`src/rtl/spi_master_ctrl_if.sv`:
```
// spi_master_ctrl_if: bundles the host request, shift-register control and
// SPI pad signals of the SPI mode-0 master sequencer.
//   master modport : the sequencer's view (drives sclk/ss_n/mosi, sr_*, status)
//   slave modport  : the peer view (host request logic, shift register, pads)
// Signals:
//   start, div           host transfer request and SCLK half-period minus one
//   sr_load, sr_shift    shift register load / shift strobes
//   sr_top               shift register MSB
//   miso                 synchronised serial input from the slave
//   sclk, ss_n, mosi     SPI pads
//   busy, done, rx_data  status and received word
interface spi_master_ctrl_if #(
  parameter int CHAR_LENGTH = 8,
  parameter int DIV_WIDTH   = 8
);
  logic                   start;
  logic [DIV_WIDTH-1:0]   div;
  logic                   sr_load;
  logic                   sr_shift;
  logic                   sr_top;
  logic                   miso;
  logic                   sclk;
  logic                   ss_n;
  logic                   mosi;
  logic                   busy;
  logic                   done;
  logic [CHAR_LENGTH-1:0] rx_data;

  modport master (
    input  start, div, sr_top, miso,
    output sr_load, sr_shift, sclk, ss_n, mosi, busy, done, rx_data
  );

  modport slave (
    output start, div, sr_top, miso,
    input  sr_load, sr_shift, sclk, ss_n, mosi, busy, done, rx_data
  );
endinterface

```
`src/rtl/spi_master_ctrl.sv`:
```
// spi_master_ctrl: SPI mode-0 master sequencer. Generates SCLK (idle low) and
// the active-low slave select, strobes the external transmit shift register
// (load on start acceptance, shift on each SCLK fall except after the last
// bit), samples MISO on SCLK rises MSB first and reports completion with a
// one-cycle done pulse.
// Ports:
//   clk  system clock
//   rst  asynchronous active-high reset
//   bus  spi_master_ctrl_if.master (start/div in, sr_load/sr_shift out,
//        sr_top/miso in, sclk/ss_n/mosi out, busy/done/rx_data out)
// Parameters CHAR_LENGTH and DIV_WIDTH must match the interface instance.
module spi_master_ctrl #(
  parameter int CHAR_LENGTH = 8,
  parameter int DIV_WIDTH   = 8
) (
  input  logic               clk,
  input  logic               rst,
  spi_master_ctrl_if.master  bus
);

  localparam int BW = $clog2(CHAR_LENGTH);
  localparam logic [BW-1:0] LAST_BIT = BW'(CHAR_LENGTH - 1);

  typedef enum logic [2:0] {
    IDLE  = 3'd0,
    LEAD  = 3'd1,
    HIGH  = 3'd2,
    LOW   = 3'd3,
    TRAIL = 3'd4
  } state_t;

  state_t                 state_r, state_s;
  logic [DIV_WIDTH-1:0]   cnt_r, cnt_s;
  logic [DIV_WIDTH-1:0]   div_r, div_s;
  logic [BW-1:0]          bit_r, bit_s;
  logic [CHAR_LENGTH-1:0] rx_shift_r, rx_shift_s;
  logic [CHAR_LENGTH-1:0] rx_data_r, rx_data_s;
  logic                   sclk_r, sclk_s;
  logic                   ss_n_r, ss_n_s;
  logic                   done_r, done_s;
  logic                   load_s, shift_s, sample_s, expire_s;

  // The half-period counter runs only outside IDLE and is compared against
  // the divider latched at acceptance, so mid-transfer div changes are inert.
  assign expire_s = (state_r != IDLE) && (cnt_r == div_r);

  // Next-state, next register values and strobe decode.
  always_comb begin
    state_s   = state_r;
    div_s     = div_r;
    bit_s     = bit_r;
    sclk_s    = sclk_r;
    ss_n_s    = ss_n_r;
    done_s    = 1'b0;
    rx_data_s = rx_data_r;
    load_s    = 1'b0;
    shift_s   = 1'b0;
    sample_s  = 1'b0;

    if (state_r == IDLE || expire_s) begin
      cnt_s = '0;
    end else begin
      cnt_s = cnt_r + 1'b1;
    end

    case (state_r)
      IDLE: begin
        if (bus.start) begin
          state_s = LEAD;
          load_s  = 1'b1;
          div_s   = bus.div;
          bit_s   = '0;
          ss_n_s  = 1'b0;
        end else begin
          ss_n_s  = 1'b1;
        end
      end
      LEAD, LOW: begin
        if (expire_s) begin
          state_s  = HIGH;
          sclk_s   = 1'b1;
          sample_s = 1'b1;
        end else begin
          state_s  = state_r;
        end
      end
      HIGH: begin
        if (expire_s) begin
          sclk_s = 1'b0;
          if (bit_r == LAST_BIT) begin
            state_s = TRAIL;
          end else begin
            state_s = LOW;
            bit_s   = bit_r + 1'b1;
            shift_s = 1'b1;
          end
        end else begin
          state_s = HIGH;
        end
      end
      TRAIL: begin
        if (expire_s) begin
          state_s   = IDLE;
          done_s    = 1'b1;
          rx_data_s = rx_shift_r;
          // A request already pending keeps the slave selected so a
          // back-to-back word (accepted in the done cycle) sees no ss_n gap.
          ss_n_s    = ~bus.start;
        end else begin
          state_s   = TRAIL;
        end
      end
      default: begin
        state_s = IDLE;
        sclk_s  = 1'b0;
        ss_n_s  = 1'b1;
      end
    endcase

    if (sample_s) begin
      rx_shift_s = {rx_shift_r[CHAR_LENGTH-2:0], bus.miso};
    end else begin
      rx_shift_s = rx_shift_r;
    end
  end

  // State and registered-output update with asynchronous reset.
  always_ff @(posedge clk or posedge rst) begin
    if (rst) begin
      state_r    <= IDLE;
      cnt_r      <= '0;
      div_r      <= '0;
      bit_r      <= '0;
      rx_shift_r <= '0;
      rx_data_r  <= '0;
      sclk_r     <= 1'b0;
      ss_n_r     <= 1'b1;
      done_r     <= 1'b0;
    end else begin
      state_r    <= state_s;
      cnt_r      <= cnt_s;
      div_r      <= div_s;
      bit_r      <= bit_s;
      rx_shift_r <= rx_shift_s;
      rx_data_r  <= rx_data_s;
      sclk_r     <= sclk_s;
      ss_n_r     <= ss_n_s;
      done_r     <= done_s;
    end
  end

  assign bus.sr_load  = load_s & ~rst;
  assign bus.sr_shift = shift_s;
  assign bus.mosi     = bus.sr_top & ~ss_n_r;
  assign bus.sclk     = sclk_r;
  assign bus.ss_n     = ss_n_r;
  assign bus.busy     = (state_r != IDLE);
  assign bus.done     = done_r;
  assign bus.rx_data  = rx_data_r;

endmodule

```
`src/flat_wrapper.sv`:
```
// flat-port wrapper written by rule: the top's interface ports become plain ports
module spi_master_ctrl_flat 
#(
  parameter int CHAR_LENGTH = 8,
  parameter int DIV_WIDTH   = 8
)
  (clk, rst, bus_start, bus_div, bus_sr_top, bus_miso, bus_sr_load, bus_sr_shift, bus_sclk, bus_ss_n, bus_mosi, bus_busy, bus_done, bus_rx_data);
  spi_master_ctrl_if #(.CHAR_LENGTH(CHAR_LENGTH), .DIV_WIDTH(DIV_WIDTH)) bus_i ();
  input  logic clk;
  input  logic rst;
  input wire logic [$bits(bus_i.start)-1:0] bus_start;
  input wire logic [$bits(bus_i.div)-1:0] bus_div;
  input wire logic [$bits(bus_i.sr_top)-1:0] bus_sr_top;
  input wire logic [$bits(bus_i.miso)-1:0] bus_miso;
  output wire logic [$bits(bus_i.sr_load)-1:0] bus_sr_load;
  output wire logic [$bits(bus_i.sr_shift)-1:0] bus_sr_shift;
  output wire logic [$bits(bus_i.sclk)-1:0] bus_sclk;
  output wire logic [$bits(bus_i.ss_n)-1:0] bus_ss_n;
  output wire logic [$bits(bus_i.mosi)-1:0] bus_mosi;
  output wire logic [$bits(bus_i.busy)-1:0] bus_busy;
  output wire logic [$bits(bus_i.done)-1:0] bus_done;
  output wire logic [$bits(bus_i.rx_data)-1:0] bus_rx_data;
  assign bus_i.start = bus_start;
  assign bus_i.div = bus_div;
  assign bus_i.sr_top = bus_sr_top;
  assign bus_i.miso = bus_miso;
  assign bus_sr_load = bus_i.sr_load;
  assign bus_sr_shift = bus_i.sr_shift;
  assign bus_sclk = bus_i.sclk;
  assign bus_ss_n = bus_i.ss_n;
  assign bus_mosi = bus_i.mosi;
  assign bus_busy = bus_i.busy;
  assign bus_done = bus_i.done;
  assign bus_rx_data = bus_i.rx_data;
  spi_master_ctrl #(.CHAR_LENGTH(CHAR_LENGTH), .DIV_WIDTH(DIV_WIDTH)) u_core (.clk(clk), .rst(rst), .bus(bus_i));
endmodule
```
`config.mk`:
```
export PLATFORM = sky130hd
export DESIGN_NAME = spi_master_ctrl_flat
export DESIGN_NICKNAME = d
export VERILOG_FILES = /design/src/rtl/spi_master_ctrl_if.sv /design/src/rtl/spi_master_ctrl.sv /design/src/flat_wrapper.sv
export SDC_FILE = /design/constraint.sdc
export NUM_CORES = 1
export LEC_CHECK = 0
export CAP_MARGIN = 20
export CORE_ASPECT_RATIO = 1.25
export CORE_MARGIN = 2
export CORE_UTILIZATION = 29
export CTS_CLUSTER_DIAMETER = 30
export DETAILED_ROUTE_END_ITERATION = 10
export PLACE_DENSITY_LB_ADDON = 0.05
export REMOVE_ABC_BUFFERS = 1
export SLEW_MARGIN = 10
export SYNTH_ARGS = -nofsm -noshare
export SYNTH_HDL_FRONTEND = slang
export SYNTH_SLANG_ARGS = --single-unit
export TNS_END_PERCENT = 30
```
`constraint.sdc`:
```
create_clock -name clk -period 1.7 [get_ports clk]
set_input_delay 0.425 -clock clk [delete_from_list [all_inputs] [get_ports clk]]
set_output_delay 0.425 -clock clk [all_outputs]
set_load 0.05 [all_outputs]
```
# Word level (Yosys, flattened, before mapping)
# Cells that the tools add are included.
[word_totals]
reg_bits = 41
latch_bits = 0
ramBits = 0
rom_bits = 0
in_bits = 13
output_inout_bits = 15
word_cells = 68
memories = 0
[classes]
add_sub_neg = 2
n_mul = 0
n_div = 0
order_cmp = 0
eq_ne = 11
n_shift = 0
n_mux = 25
n_bitwise = 7
reduce_logical = 14
[op_table]
columns = ["cell", "count"]
rows = [
  ["3-bit two-way mux", 8],
  ["1-bit two-way mux", 12],
  ["3-bit one-hot mux with 4 select lines", 1],
  ["8-bit by 1-bit adder with 8-bit output, second input constant", 1],
  ["8-bit equality test", 1],
  ["8-bit two-way mux", 1],
  ["2-bit AND reduction", 4],
  ["3-bit by 2-bit equality test with 1-bit output, second input constant", 2],
  ["3-bit equality test, second input constant", 2],
  ["2-bit by 1-bit inequality test with 1-bit output, second input constant", 3],
  ["1-bit one-hot mux with 3 select lines", 2],
  ["3-bit one-hot mux with 2 select lines", 1],
  ["1-bit inverter", 5],
  ["2-bit inequality test, second input constant", 2],
  ["4-bit AND reduction", 1],
  ["2-bit OR reduction", 2],
  ["3-bit by 1-bit adder with 3-bit output, second input constant", 1],
  ["3-bit by 1-bit equality test with 1-bit output, second input constant", 1],
  ["3-bit zero test", 1],
  ["3-bit AND reduction", 1],
  ["3-bit nonzero test", 1],
  ["3-bit OR reduction", 1],
  ["1-bit bitwise AND", 2],
  ["2-bit nonzero test", 1],
  ["2 further kinds", 2],
]

# Longest topological paths before layout
[logic_depth]
ltp_word = 4
ltp_mapped = 6

# Least setup slack after synthesis
# Ideal clock, no wire load.
[synth_path]
kind = "reg2out"
from = "reg u_core.state_r[2]"
to = "out bus_sr_load"
arrival_ps = 1932
required_time_ps = 1275
path_slack_ps = -657
stages_incl_launch_ff = 6
path_buffers = 2
cell_sequence = "dfrtp_1 buf_2 nor3_2 nand2_1 buf_2 nor2_1"
[synth_between]
elab_chain_len = 3
[synth_rtl]
columns = ["item", "line_no", "rtl"]
rows = [
  ["from (decl)", "spi_master_ctrl.sv:32", "state_t state_r, state_s;"],
  ["from (signal assigned)", "spi_master_ctrl.sv:140", "state_r <= state_s;"],
  ["3-bit zero test", "spi_master_ctrl.sv:66", "case (state_r)"],
  ["1-bit two-way mux", "spi_master_ctrl.sv:66", ""],
  ["1-bit bitwise AND", "spi_master_ctrl.sv:152", "assign bus.sr_load = load_s & ~rst;"],
  ["to (decl)", "flat_wrapper.sv:15", "output wire logic [$bits(bus_i.sr_load)-1:0] bus_sr_load;"],
]
# No other way between the ends.

# Final worst setup path
[layout_path]
from = "reg u_core.cnt_r[3]"
to = "out bus_sr_shift"
[layout_between]
elab_chain_len = 4
[layout_rtl]
columns = ["item", "line_no", "rtl"]
rows = [
  ["from (decl)", "spi_master_ctrl.sv:33", "logic [DIV_WIDTH-1:0] cnt_r, cnt_s;"],
  ["from (signal assigned)", "spi_master_ctrl.sv:141", "cnt_r <= cnt_s;"],
  ["8-bit equality test", "spi_master_ctrl.sv:45", "assign expire_s = (state_r != IDLE) && (cnt_r == div_r);"],
  ["1-bit logical AND", "spi_master_ctrl.sv:45", ""],
  ["1-bit two-way mux", "spi_master_ctrl.sv:88", "if (expire_s) begin"],
  ["1-bit two-way mux", "spi_master_ctrl.sv:66", ""],
  ["to (decl)", "flat_wrapper.sv:16", "output wire logic [$bits(bus_i.sr_shift)-1:0] bus_sr_shift;"],
]
# No other way between the ends.

==> out/results.txt <==
DIE WIDTH: 77.1 µm
Final-layout fill cell count: 656
Clk_lat worst skew: 290 ps
Post-DP HPWL: 3190 µm
Clock Path Buffers: 2
Total power: 4.13 mW
Yosys top cell by area: dfrtp_1
Pwr Density: 1500 nW/µm²
Predominant post-synthesis flop cell: dfrtp_1
Initial antenna violation count: 0
Initial Util: 29.7%
DRT Pass-1 Iters: 4
CTS tree: built
Crit Path Category: flop to output port
Required @ worst endpoint: 1270 ps
GPL Wtd Cong: 0.767
Post-Route WL: 4270 µm
Final worst slack: -358 ps
DRT iter0 DRCs: 37
Core Box Area: 6520 µm²
Synth Register Bits: 41
Setup tns final: -3270 ps
Commonest non-fill, non-tap cells in the layout: dfrtp_1 (40), buf_4 (31), mux2_2 (16), clkdlybuf4s50_1 (12)
CP max FO: 2
Tmin final: 2060 ps
Synth area leaders: dfrtp_1 (52%), mux2_2 (9.3%), mux2_4 (6.2%)
Post-synthesis async set-or-reset flop share: 100%
Synth warn: 0
H-tree depth: 2
Max Clk Rate: 486 MHz
Max Cap Violations: 0
Seq/Total Area, Yosys: 53.0%
Share of cells above drive strength 1: 43.5%
Worst Hold Class: input pin to asynchronous set/reset pin
Nature of the critical path endpoint: output port
Failing checks: negative setup slack
CTS Buf Count: 5
Buffers on Ports: 27
Ant. Diodes: 0
Final hold violations: 0
Final Skew: 4.34 ps
EDFF count, synth: 0
Final core utilization: 42.3%
I/O pin cnt: 28
Die height: 95.4 µm
Final setup viols: 13
Worst-path clk slew: 80 ps
Clock sink total: 41
Synth cell types: 36
Vias in the first global route: 1519
Worst-Margin Slew: 344 ps
Drt via density: 4.70
Final Cycle Share: 121%
Grt ovf: 0
WL/cell: 14.2 µm
Slew Limit Fails: 0
Leakage: 1.26 nW
Worst path arrival time: 1630 ps
Startpoint Class: flop
Vias: 1415
Most common cell after layout, fill and taps aside: dfrtp_1
Worst VDD drop: 0.615 mV
Area Overhead vs Synth: 42.3%
Slowest CP cell: dfrtp_1
Post-route ant nets: 0
Synthesized area per cell: 12.4 µm²
Status: finished, violations left
GRT Overall Usage: 12.7%
FP Rows: 33
Largest net degree at the start of global routing: 25
Dpl ws: -251 ps
DIE AREA: 7360 µm²
CP cell instances: xnor2_2 > nand4_4 > nor3_2 > and3_4 > buf_12
Crit-path max cell delay: 410 ps
Syn Inst Count: 156
Post-synth top area share: 51.6%
Cell Area, Synth: 1940 µm²
First-pass GRT wire length: 7160 µm
Worst rel slew slack: 77.1%
Clk root buf: clkbuf_8
Final net count: 229
Number of remaining DRC errors: 0
Unrepaired setup endpoints after global routing: yes
flip-flops by register name, summed over array words and instances (netlist names):
signal              count
u_core.bit_r            3
u_core.bus.done         1
u_core.bus.rx_data      8
u_core.bus.sclk         1
u_core.bus.ss_n         1
u_core.cnt_r            8
u_core.div_r            8
u_core.rx_shift_r       8
u_core.state_r          3
stage by stage:
| step | std cells | cell area (µm²) | hold WS, ps |
|---|---|---|---|
| 2_1_floorplan | 150 | 1910 | 477 |
| 3_3_place_gp | 289 | 2550 | 490 |
| 3_5_place_dp | 289 | 2550 | 496 |
| 4_1_cts | 301 | 2750 | 440 |
| 5_1_grt | 301 | 2760 | 460 |
| 6_report | 301 | 2760 | 435 |
where the power goes:
| group | internal, mW | leakage [nW] | switching [mW] |
|---|---|---|---|
| logic | 0.959 | 0.706 | 0.756 |
| clock network | 0.479 | 0.0585 | 0.330 |
| registers | 1.31 | 0.496 | 0.299 |
| total | 2.75 | 1.26 | 1.39 |
synth_stat cells (3+ instances only):
master    number
a21oi_1        4
nand3_1        5
nor3_1        10
nor2_1         5
xor2_1         4
ha_1           3
nand2_1        7
mux2_4         8
xnor2_1        7
clkbuf_1       3
inv_1          6
xnor2_2        3
and3_1         3
nand4_1        3
mux2_2        16
dfrtp_1       40
cells by family (layout without fill, tap and decap cells):
kind of cell             count (synthesis)  in the layout  synth area share (%)
AND/OR/NAND/NOR                         49             49                  14.6
adder cells (fa/ha/maj)                  3              3                  1.94
AO/OA/AOI/OAI                           11             11                  3.68
multiplexers                            26             26                  16.5
XOR/XNOR                                14             14                  7.48
buffers and inverters                   12             70                  2.84
flip-flops                              41             41                  53.0
final timing paths:
check                                       from                    end  slack, ps  cells after the start
setup / recovery                 u_core.cnt_r[3]           bus_sr_shift       -360                      5
hold / removal                               rst        u_core.bus.sclk        430                      2
setup reg to reg                 u_core.cnt_r[3]   u_core.rx_shift_r[0]       -340                      6
hold reg to reg            u_core.bus.rx_data[4]  u_core.bus.rx_data[4]        510                      1
max in group asynchronous                    rst   u_core.rx_shift_r[0]        770                      3
min in group clk           u_core.bus.rx_data[4]  u_core.bus.rx_data[4]        510                      1
repair_timing:
action,in CTS,in global routing
buffers inserted,3,0
setup endpoints to repair,13,14
resized for setup,12,4
hold buffers,0,0
cloned,1,0
pin swaps,5,0
critical path, delay by kind of cell (launching register included):
| kind | cells | cell delay [ps] |
|---|---|---|
| and+or+nand+nor | 3 | 560 |
| DFF | 1 | 410 |
| xor gates and xnor gates | 1 | 230 |
| buffers and inverters | 1 | 130 |
cell type report:
class,instances,area (µm²),area share [%]
Clock inverter,1,30.0,1.09
Tap cell,87,109,3.94
Sequential cell,41,1030,37.2
Clock buffer,7,86.3,3.13
Multi-Input combinational cell,103,907,32.9
Inverter,6,22.5,0.816
Timing Repair Buffer,56,578,20.9
metal layers:
layer  routed length [µm]  GRT usage, %  vias up
met5                    0             0        -
met4                   87          4.91        0
met3                  151          3.41        6
met2                 2360          24.0       30
met1                 1670          13.3      717
li1                     -             -      662
Power figures use the tool's default switching activity.
